## src/rtl/irq_pkg.sv

```systemverilog
// Shared definitions for the interrupt coalescer: FSM encoding and default sizing.
// Latency: n/a (declarations only).
// Backpressure: n/a.
package irq_pkg;

   localparam int NUM_CH_DEF  = 2;
   localparam int TIMER_W_DEF = 16;
   localparam int CNT_W_DEF   = 8;

   typedef enum logic [1:0] {
      S_IDLE = 2'd0,
      S_WAIT = 2'd1,
      S_REQ  = 2'd2
   } state_e;

endpackage

```

## src/rtl/irq_popcount.sv

```systemverilog
// Counts the set bits of a completion vector to form the event-counter increment.
// Latency: purely combinational, zero cycles.
// Backpressure: none; result follows the input.
module irq_popcount #(
   parameter int NUM_CH = 2,
   parameter int PC_W   = $clog2(NUM_CH + 1)
) (
   input  logic [NUM_CH-1:0] vec_i,
   output logic [PC_W-1:0]   cnt_o
);

   // Ripple-add every bit; NUM_CH is at most 16 so the chain stays short.
   always_comb begin
      cnt_o = '0;
      for (int i = 0; i < NUM_CH; i++) begin
         cnt_o = cnt_o + PC_W'(vec_i[i]);
      end
   end

endmodule

```

## src/rtl/irq_coalescer.sv

```systemverilog
// Coalesces per-channel write completions into one held interrupt request with holdoff/threshold.
// Latency: request registered two edges after a falling wt_busy is first sampled when holdoff=0.
// Backpressure: request held until data_rdy_ack; firing deferred while any channel is still busy.
module irq_coalescer
   import irq_pkg::*;
#(
   parameter int NUM_CH  = NUM_CH_DEF,   // legal range 1..16
   parameter int TIMER_W = TIMER_W_DEF,
   parameter int CNT_W   = CNT_W_DEF
) (
   input  logic               clk,
   input  logic               rst,
   input  logic               irq_en,
   input  logic [TIMER_W-1:0] holdoff,
   input  logic [CNT_W-1:0]   pkt_thresh,
   input  logic [NUM_CH-1:0]  wt_busy,
   output logic               data_rdy,
   output logic [NUM_CH-1:0]  irq_src,
   input  logic               data_rdy_ack
);

   localparam int PW = $clog2(NUM_CH + 1);
   localparam int SW = ((CNT_W > PW) ? CNT_W : PW) + 1;
   localparam logic [CNT_W-1:0] CNT_MAX = '1;

   state_e             state_q, state_d;
   logic [NUM_CH-1:0]  busy_q, busy_qq;
   logic [NUM_CH-1:0]  pend_q, pend_d;
   logic [CNT_W-1:0]   evt_q, evt_d;
   logic [TIMER_W-1:0] timer_q, timer_d;
   logic               rdy_q, rdy_d;
   logic [NUM_CH-1:0]  src_q, src_d;

   logic [NUM_CH-1:0]  comp;
   logic [NUM_CH-1:0]  pend_all;
   logic [PW-1:0]      pop;
   logic [SW-1:0]      evt_sum;
   logic [CNT_W-1:0]   evt_acc;
   logic               thresh_hit;
   logic               fire;

   // A completion is a channel sampled busy on one edge and idle on the next.
   assign comp     = busy_qq & ~busy_q;
   assign pend_all = pend_q | comp;

   irq_popcount #(
      .NUM_CH (NUM_CH),
      .PC_W   (PW)
   ) u_popcount (
      .vec_i (comp),
      .cnt_o (pop)
   );

   // Saturating accumulate of this cycle's completions.
   assign evt_sum = SW'(evt_q) + SW'(pop);
   assign evt_acc = (evt_sum > SW'(CNT_MAX)) ? CNT_MAX : evt_sum[CNT_W-1:0];

   assign thresh_hit = (pkt_thresh != '0) && (evt_q >= pkt_thresh);
   assign fire       = (state_q == S_WAIT) && ((timer_q == '0) || thresh_hit) &&
                       (busy_q == '0) && irq_en;

   // Next-state and output decode; everything defaults to hold/accumulate.
   always_comb begin
      state_d = state_q;
      timer_d = timer_q;
      pend_d  = pend_all;
      evt_d   = evt_acc;
      rdy_d   = rdy_q;
      src_d   = src_q;
      case (state_q)
         S_IDLE: begin
            if (comp != '0) begin
               state_d = S_WAIT;
               timer_d = holdoff;
            end
         end
         S_WAIT: begin
            timer_d = (timer_q == '0) ? '0 : timer_q - TIMER_W'(1);
            if (fire) begin
               // The mask moves into irq_src here, so anything completing while the
               // request is outstanding (even on a reported channel) seeds the next one.
               state_d = S_REQ;
               rdy_d   = 1'b1;
               src_d   = pend_all;
               pend_d  = '0;
               evt_d   = '0;
               timer_d = '0;
            end
         end
         S_REQ: begin
            if (data_rdy_ack) begin
               rdy_d = 1'b0;
               src_d = '0;
               if (pend_all != '0) begin
                  state_d = S_WAIT;
                  timer_d = holdoff;
               end else begin
                  state_d = S_IDLE;
                  timer_d = '0;
               end
            end
         end
         default: begin
            state_d = S_IDLE;
         end
      endcase
   end

   // State and output registers; reset drops any outstanding request immediately.
   always_ff @(posedge clk or negedge rst) begin
      if (!rst) begin
         state_q <= S_IDLE;
         busy_q  <= '0;
         busy_qq <= '0;
         pend_q  <= '0;
         evt_q   <= '0;
         timer_q <= '0;
         rdy_q   <= 1'b0;
         src_q   <= '0;
      end else begin
         state_q <= state_d;
         busy_q  <= wt_busy;
         busy_qq <= busy_q;
         pend_q  <= pend_d;
         evt_q   <= evt_d;
         timer_q <= timer_d;
         rdy_q   <= rdy_d;
         src_q   <= src_d;
      end
   end

   assign data_rdy = rdy_q;
   assign irq_src  = src_q;

endmodule

```

## config.mk

```make
export PLATFORM = sky130hd
export DESIGN_NAME = irq_coalescer
export DESIGN_NICKNAME = d
export VERILOG_FILES = /design/src/rtl/irq_pkg.sv /design/src/rtl/irq_popcount.sv /design/src/rtl/irq_coalescer.sv
export SDC_FILE = /design/constraint.sdc
export NUM_CORES = 1
export LEC_CHECK = 0
export ABC_AREA = 1
export CORE_ASPECT_RATIO = 1.2
export CORE_MARGIN = 2
export CORE_UTILIZATION = 50
export DETAILED_ROUTE_END_ITERATION = 12
export PLACE_DENSITY = 0.89
export SLEW_MARGIN = 25
export SYNTH_ARGS = -nofsm -noshare
export SYNTH_HDL_FRONTEND = slang
export SYNTH_HIERARCHICAL = 1
export SYNTH_SLANG_ARGS = --single-unit
```

## constraint.sdc

```tcl
create_clock -name clk -period 2 [get_ports clk]
set_input_delay 0.2 -clock clk [delete_from_list [all_inputs] [get_ports clk]]
set_output_delay 0.2 -clock clk [all_outputs]
set_load 0.03 [all_outputs]
```

==> impl_metrics.py, run 1 <==
metrics = {
    "status": {
        "status": "finished clean",
    },
    "sta": {
        "finalSetupViolations": 0,
        "grt_setup_unrepaired": "yes",
        "slew_headroom": 0.704,
        "timing.final.crit_period_ps": 1990,
        "timing.fmax_mhz": 504,
        "setup_tns_ps": 0,
        "fin_ws_ps": 14.5,
        "holdWs_ps": 318,
        "slew_violations": 0,
        "fin_crit_sh": 0.993,
        "hold_viol": 0,
        "skew_ps": 11.7,
        "worst_slew_pin_slew_ps": 445,
    },
    "grt": {
        "grt_pass1_wl_mm": 9.53,
        "grt_pass1_vias": 2288,
        "grt_usage": 0.231,
        "globalRouteOverflowTotal": 0,
        "antenna_found_initial": 0,
        "grt_max_degree": 36,
    },
    "place": {
        "port_buffers": 32,
        "pre_cts_ws_ps": -294,
        "dp.cells": 416,
        "gp_congestion": 0.950,
        "place_area_um2": 2860,
        "dp_hpwl_mm": 3.83,
    },
    "layout": {
        "final_cell_area_um2": 3070,
        "layout_commonest_cell": "nor2_1",
        "utilization": 0.663,
        "mostFrequentLayoutCells": "58 x nor2_1, 53 x nand2_1, 36 x a21oi_1",
        "layout.cells.non_filler": 427,
        "nNetsFinal": 417,
        "diodes": 0,
        "nFillCells": 365,
        "drive_gt1_frac": 0.163,
        "area_growth_pct": 27.5,
    },
    "worst_setup_path": {
        "path_class": "reg2reg",
        "cp.depth": 13,
        "cpLargestDelayFamily": "adder cells",
        "start_kind": "flop",
        "timing.rr.start": "busy_qq[1]$_DFF_PN0_",
        "path_cells": "inv_2, nor2_4, ha_4, ha_4, fa_2, nand2_2, nor2_4, nand3_2, inv_2, nand2_4, nor2_4, inv_2, a31oi_1",
        "r2r_cells": 13,
        "cp.required_ps": 2220,
        "cp_max_fo": 5,
        "cp.arrival_ps": 2200,
        "crit_path_top_delay_cell": "dfrtp_1",
        "crit_path_end_kind": "flop",
        "reg2reg_to": "evt_q[5]$_DFF_PN0_",
        "cpPeakStageDelay_ps": 380,
        "path_buf_inv": 3,
        "r2r_slack_ps": 10,
    },
    "floorplan": {
        "ios": 33,
        "fp.coreArea_um2": 4630,
        "die-area_um2": 5390,
        "die_x_um": 67.4,
        "rows": 27,
        "start_util": 0.520,
        "die_y_um": 80.0,
    },
    "drt": {
        "vias": 2316,
        "vias_per_cell": 5.42,
        "drtPass1Iterations": 6,
        "ant_nets": 0,
        "drt_iter0_drc": 145,
        "drc": 0,
        "wl_mm": 5.55,
        "avgRoutedWirePerCell_um": 13.0,
    },
    "clock_network": {
        "cts_hold_buf": 0,
        "insertion_delay_ps": 290,
        "clk_path_buf_depth": 2,
        "path_clk_slew_ps": 70,
        "clock-root-buffer": "clkbuf_8",
        "clkSinkCount": 35,
        "tritoncts": "yes",
        "cts.htree.levels": 2,
        "cts_buffers": 5,
    },
    "power": {
        "ir_worst_vdd_mv": 0.740,
        "power_mw": 3.94,
        "leakage_nw": 1.45,
        "p_per_area_nw_per_um2": 1280,
    },
    "min_path": {
        "worstHoldPathType": "in2async",
    },
    "run": {
        "cap_violations": 0,
    },
    "yosys": {
        "synth_seq_cells": 35,
        "synth_seq_area_share": 0.364,
        "syn-num-nets": 367,
        "synth_cells": 319,
        "yosysWarningCount": 6,
        "synth.distinct_cells": 31,
        "syn_area_per_cell_um2": 7.55,
        "synth_area_um2": 2410,
    },
}
==> routing by layer <==
layer  wire length [µm]  global-route usage  up-vias
met5                  0                   0        -
met4                110               0.100        0
met3                334              0.0353       17
met2               2940               0.427       80
met1               2160               0.253     1076
li1                   -                   -     1143
==> flip-flops by register name, summed over array words and instances, names as in the netlist <==
signal,cells
timer_q,16
evt_q,8
busy_q,2
busy_qq,2
irq_src,2
pend_q,2
state_q,2
data_rdy,1
==> layout make-up <==
cell class	instances	area [µm²]	area share
flip-flops and latches	35	876	0.285
well taps	58	72.6	0.0236
multi-input cells	241	1420	0.463
clock buffers	6	82.6	0.0269
repair buffers	51	479	0.156
clock inverters	1	5.00	0.00163
inverters	35	134	0.0436
==> cell usage after synthesis <==
cell      count  area share
nand3_1      15       0.031
buf_6         4       0.019
inv_1        32       0.050
a21o_1        1      0.0031
nor3_1        4      0.0083
a31oi_1       1      0.0026
nand4_1      16       0.042
buf_2         2      0.0042
or3_4         1      0.0047
nor2_2        2      0.0052
xnor2_1       2      0.0073
xor2_1       11       0.040
a21oi_2       1      0.0036
nand2_1      55       0.086
nand3_2       1      0.0042
nand2_4       2      0.0093
and3_1        1      0.0026
o21a_1        1      0.0031
or2_2         2      0.0052
a21oi_1      38       0.079
fa_1          1      0.0083
inv_2         2      0.0031
nor3_4        1      0.0068
nor2_1       63       0.098
dfrtp_1      35        0.36
buf_4         2      0.0062
clkinv_1      1      0.0016
o21ai_2       1      0.0036
a22oi_1       1      0.0031
nand2_2       3      0.0078
ha_1         17       0.088
==> how the worst max path moves through the flow <==
| stage | startpoint | end |
|---|---|---|
| floorplan | busy_q[0]$_DFF_PN0_ | evt_q[3]$_DFF_PN0_ |
| global placement | busy_q[1]$_DFF_PN0_ | evt_q[7]$_DFF_PN0_ |
| detailed placement | busy_q[1]$_DFF_PN0_ | evt_q[7]$_DFF_PN0_ |
| CTS | busy_qq[1]$_DFF_PN0_ | evt_q[4]$_DFF_PN0_ |
| global route | busy_qq[1]$_DFF_PN0_ | evt_q[5]$_DFF_PN0_ |
| finish | busy_qq[1]$_DFF_PN0_ | evt_q[5]$_DFF_PN0_ |
==> worst register-to-register path, stage by stage (launching register included) <==
cell and delay [ps]:
dfrtp_1 380, inv_2 70, nor2_4 40, ha_4 270, ha_4 130, fa_2 200
nand2_2 80, nor2_4 140, nand3_2 70, inv_2 90, nand2_4 60, nor2_4 160
inv_2 80, a31oi_1 120
==> report_power, final <==
group / leakage, nW / internal, mW / switching, mW
registers: 0.412 / 1.02 / 0.341
clock network: 0.0470 / 0.270 / 0.254
logic: 0.990 / 0.840 / 1.21
==> timing repair <==
| item | 4_1_cts | 5_1_grt |
|---|---|---|
| pin swaps | 6 | 5 |
| buffers inserted | 4 | 0 |
| resized for setup | 14 | 14 |
| hold endpoints to repair | 0 | 0 |
| endpoints found under the setup margin | 8 | 17 |
==> cell families after synthesis <==
kind of cell / after synthesis / synth area share
AOI/OAI and AO/OA: 44 / 0.0982
xor gates and xnor gates: 13 / 0.0473
adders and majority gates: 18 / 0.0966
buffers and inverters: 43 / 0.0836
DFF: 35 / 0.364
and+or+nand+nor: 166 / 0.311
(Power assumes the default switching activity.)
==> inputs of run 2 (changes only) <==
CTS_CLUSTER_SIZE = 14   (was not set)
==> results of run 2 <==
The final DEF is identical to that of run 1; final timing and power are the same.
==> inputs of run 3 (changes only) <==
--- a/constraint.sdc
+++ b/constraint.sdc
@@ -3,2 +3,2 @@
 set_output_delay 0.2 -clock clk [all_outputs]
-set_load 0.03 [all_outputs]
+set_load 0.005 [all_outputs]
==> results of run 3 <==
Same layout as run 1 (identical final DEF). Status: finished clean.
Among the figures that moved: total power 3.94 mW -> 3.88 mW
==> variant, RTL diff (settings of run 2) <==
Register the output `irq_src` once more, cleared by the reset; this adds one clock of latency there. The other outputs are not delayed to match.
--- a/src/rtl/irq_coalescer.sv
+++ b/src/rtl/irq_coalescer.sv
@@ -131,5 +131,11 @@
 
    assign data_rdy = rdy_q;
-   assign irq_src  = src_q;
+   always_ff @(posedge clk or negedge rst) begin
+      if (!rst) begin
+         irq_src <= '0;
+      end else begin
+         irq_src <= src_q;
+      end
+   end
 
 endmodule
Behaviour: not the same (a bounded check fails within 10 cycles, from zero or initial values and one cycle with rst low).
==> variant against run 2 <==
The flow now finishes with violations (negative setup slack); critical path depth is the same; cell area grew 5.0%; wire length grew 1.8%; synthesized area rose by 4.8%; sequential cell count up 2; total power grew 21%; worst setup slack worse by 0.12 ns; clock skew is 0.0042 ns lower; largest power group unchanged.
==> variant: results (changes against run 2) <==
{| class="wikitable"
! Metric !! Value
|-
| Final count of negative-setup-slack endpoints || 6 (was 0)
|-
| Ranking of synthesized cells by area || dfrtp_1 (37%), ha_1 (8.4%), inv_1 (8.0%) (was dfrtp_1 (36%), nor2_1 (9.8%), ha_1 (8.8%))
|-
| Largest incremental delay on the critical path || 0.42 ns (was 0.38 ns)
|-
| Met1 Use GR || 25.4% (was 25.3%)
|-
| Fraction of final layout cells with drive strength greater than 1 || 19.7% (was 16.3%)
|-
| H-Tree Level Count || 2 (unchanged)
|-
| Leak Pwr || 1.57 nW (was 1.45 nW)
|-
| Grt met3 use || 5.07% (was 3.53%)
|-
| Post-route clock skew || 0.00751 ns (was 0.0117 ns)
|-
| Depth of the most critical reg-to-reg path || 13 (unchanged)
|-
| WL final || 5650 um (was 5550 um)
|-
| Detail-routed via count per cell || 5.29 (was 5.42)
|-
| Total routing usage reported by global routing || 21.5% (was 23.1%)
|-
| Worst IR drop on VDD || 0.848 mV (was 0.740 mV)
|-
| Detailed Place HPWL || 3920 um (was 3830 um)
|-
| Distinct cell type count of the synthesized netlist || 34 (was 31)
|-
| Post-synthesis sequential area ratio || 36.7% (was 36.4%)
|-
| Arr. time, crit path || 2.30 ns (was 2.20 ns)
|-
| Critical path peak fanout || 4 (was 5)
|-
| Maximum number of pins on one net before global-route repair || 38 (was 36)
|-
| Worst-case setup margin in the final layout || -0.104 ns (was 0.0145 ns)
|-
| Post-synthesis net count || 370 (was 367)
|-
| Violations in the final reports || negative setup slack
|-
| Number of design-rule violations left by the first detailed-router iteration || 173 (was 145)
|-
| Number of global-route vias before repair || 2146 (was 2288)
|-
| Run status || finished, violations left (was finished, final reports clean)
|-
| Met2 track utilization from global routing || 37.1% (was 42.7%)
|-
| Detailed-router iteration count before antenna repair || 5 (was 6)
|-
| Final #Nets || 418 (was 417)
|-
| Total cell area at the placement stage || 3000 um2 (was 2860 um2)
|-
| Global-route wire length before repair || 9070 um (was 9530 um)
|}
==> variant: cell types whose count changed in the layout (fill, tap and decap cells not counted), moves of 4 or more <==
cell	run 2	this run
nand4_1	16	12
nor2_1	58	30
inv_1	28	52
nand2_1	53	43
==> variant: timing repair <==
| item | in CTS | in global routing |
|---|---|---|
| gates resized for setup | 4 | 17 |
| pin swaps | 3 | 12 |
| buffers inserted | 3 | 1 |
| setup endpoints to repair | 4 | 25 |
==> variant: layout make-up <==
class                   instances  area, um2
well taps                      60       75.1
flip-flops and latches         37        926
multi-input cells             217       1420
clock buffers                   5       68.8
repair buffers                 49        460
clock inverters                 3       46.3
inverters                      60        225
fillers                       374       1680
==> variant: logic make-up after synthesis <==
kind of cell	synth area share, %
and+or+nand+nor	25.7
buffers and inverters	11.8
AOI/OAI and AO/OA	12.1
DFF	36.7
adders and majority gates	9.22
xor gates and xnor gates	4.51
==> variant: path summary, 6_finish.rpt <==
| path | startpoint | endpoint | slack (ns) |
|---|---|---|---|
| worst max-delay path | busy_q[0] | evt_q[2] | -0.10 |
| max in group asynchronous | rst | timer_q[14] | 1.36 |
| worst min-delay path | rst | timer_q[10] | 0.32 |
| worst min register to register | src_q[1] | irq_src[1] | 0.42 |
| worst max register to register | busy_q[0] | evt_q[2] | -0.10 |
| min in group clk | wt_busy[1] | busy_q[1] | 0.33 |
==> variant: stage by stage <==
step,instances,hold slack (ns)
floorplan,322,-0.0956
global placement,419,0.393
detailed placement,419,0.388
CTS,430,0.330
global route,431,0.336
finish,431,0.319
==> variant: metal layers <==
| metal | share of wire (%) | wire [um] |
|---|---|---|
| met5 | 0 | 0 |
| met4 | 1.8 | 99 |
| met3 | 4.2 | 240 |
| met2 | 51 | 2910 |
| met1 | 42 | 2400 |
==> variant: power by group <==
part	leakage, nW	switching (mW)	internal, mW
registers	0.431	0.310	1.10
clock network	0.0543	0.293	0.373
logic	1.08	1.61	1.06
total	1.57	2.21	2.54
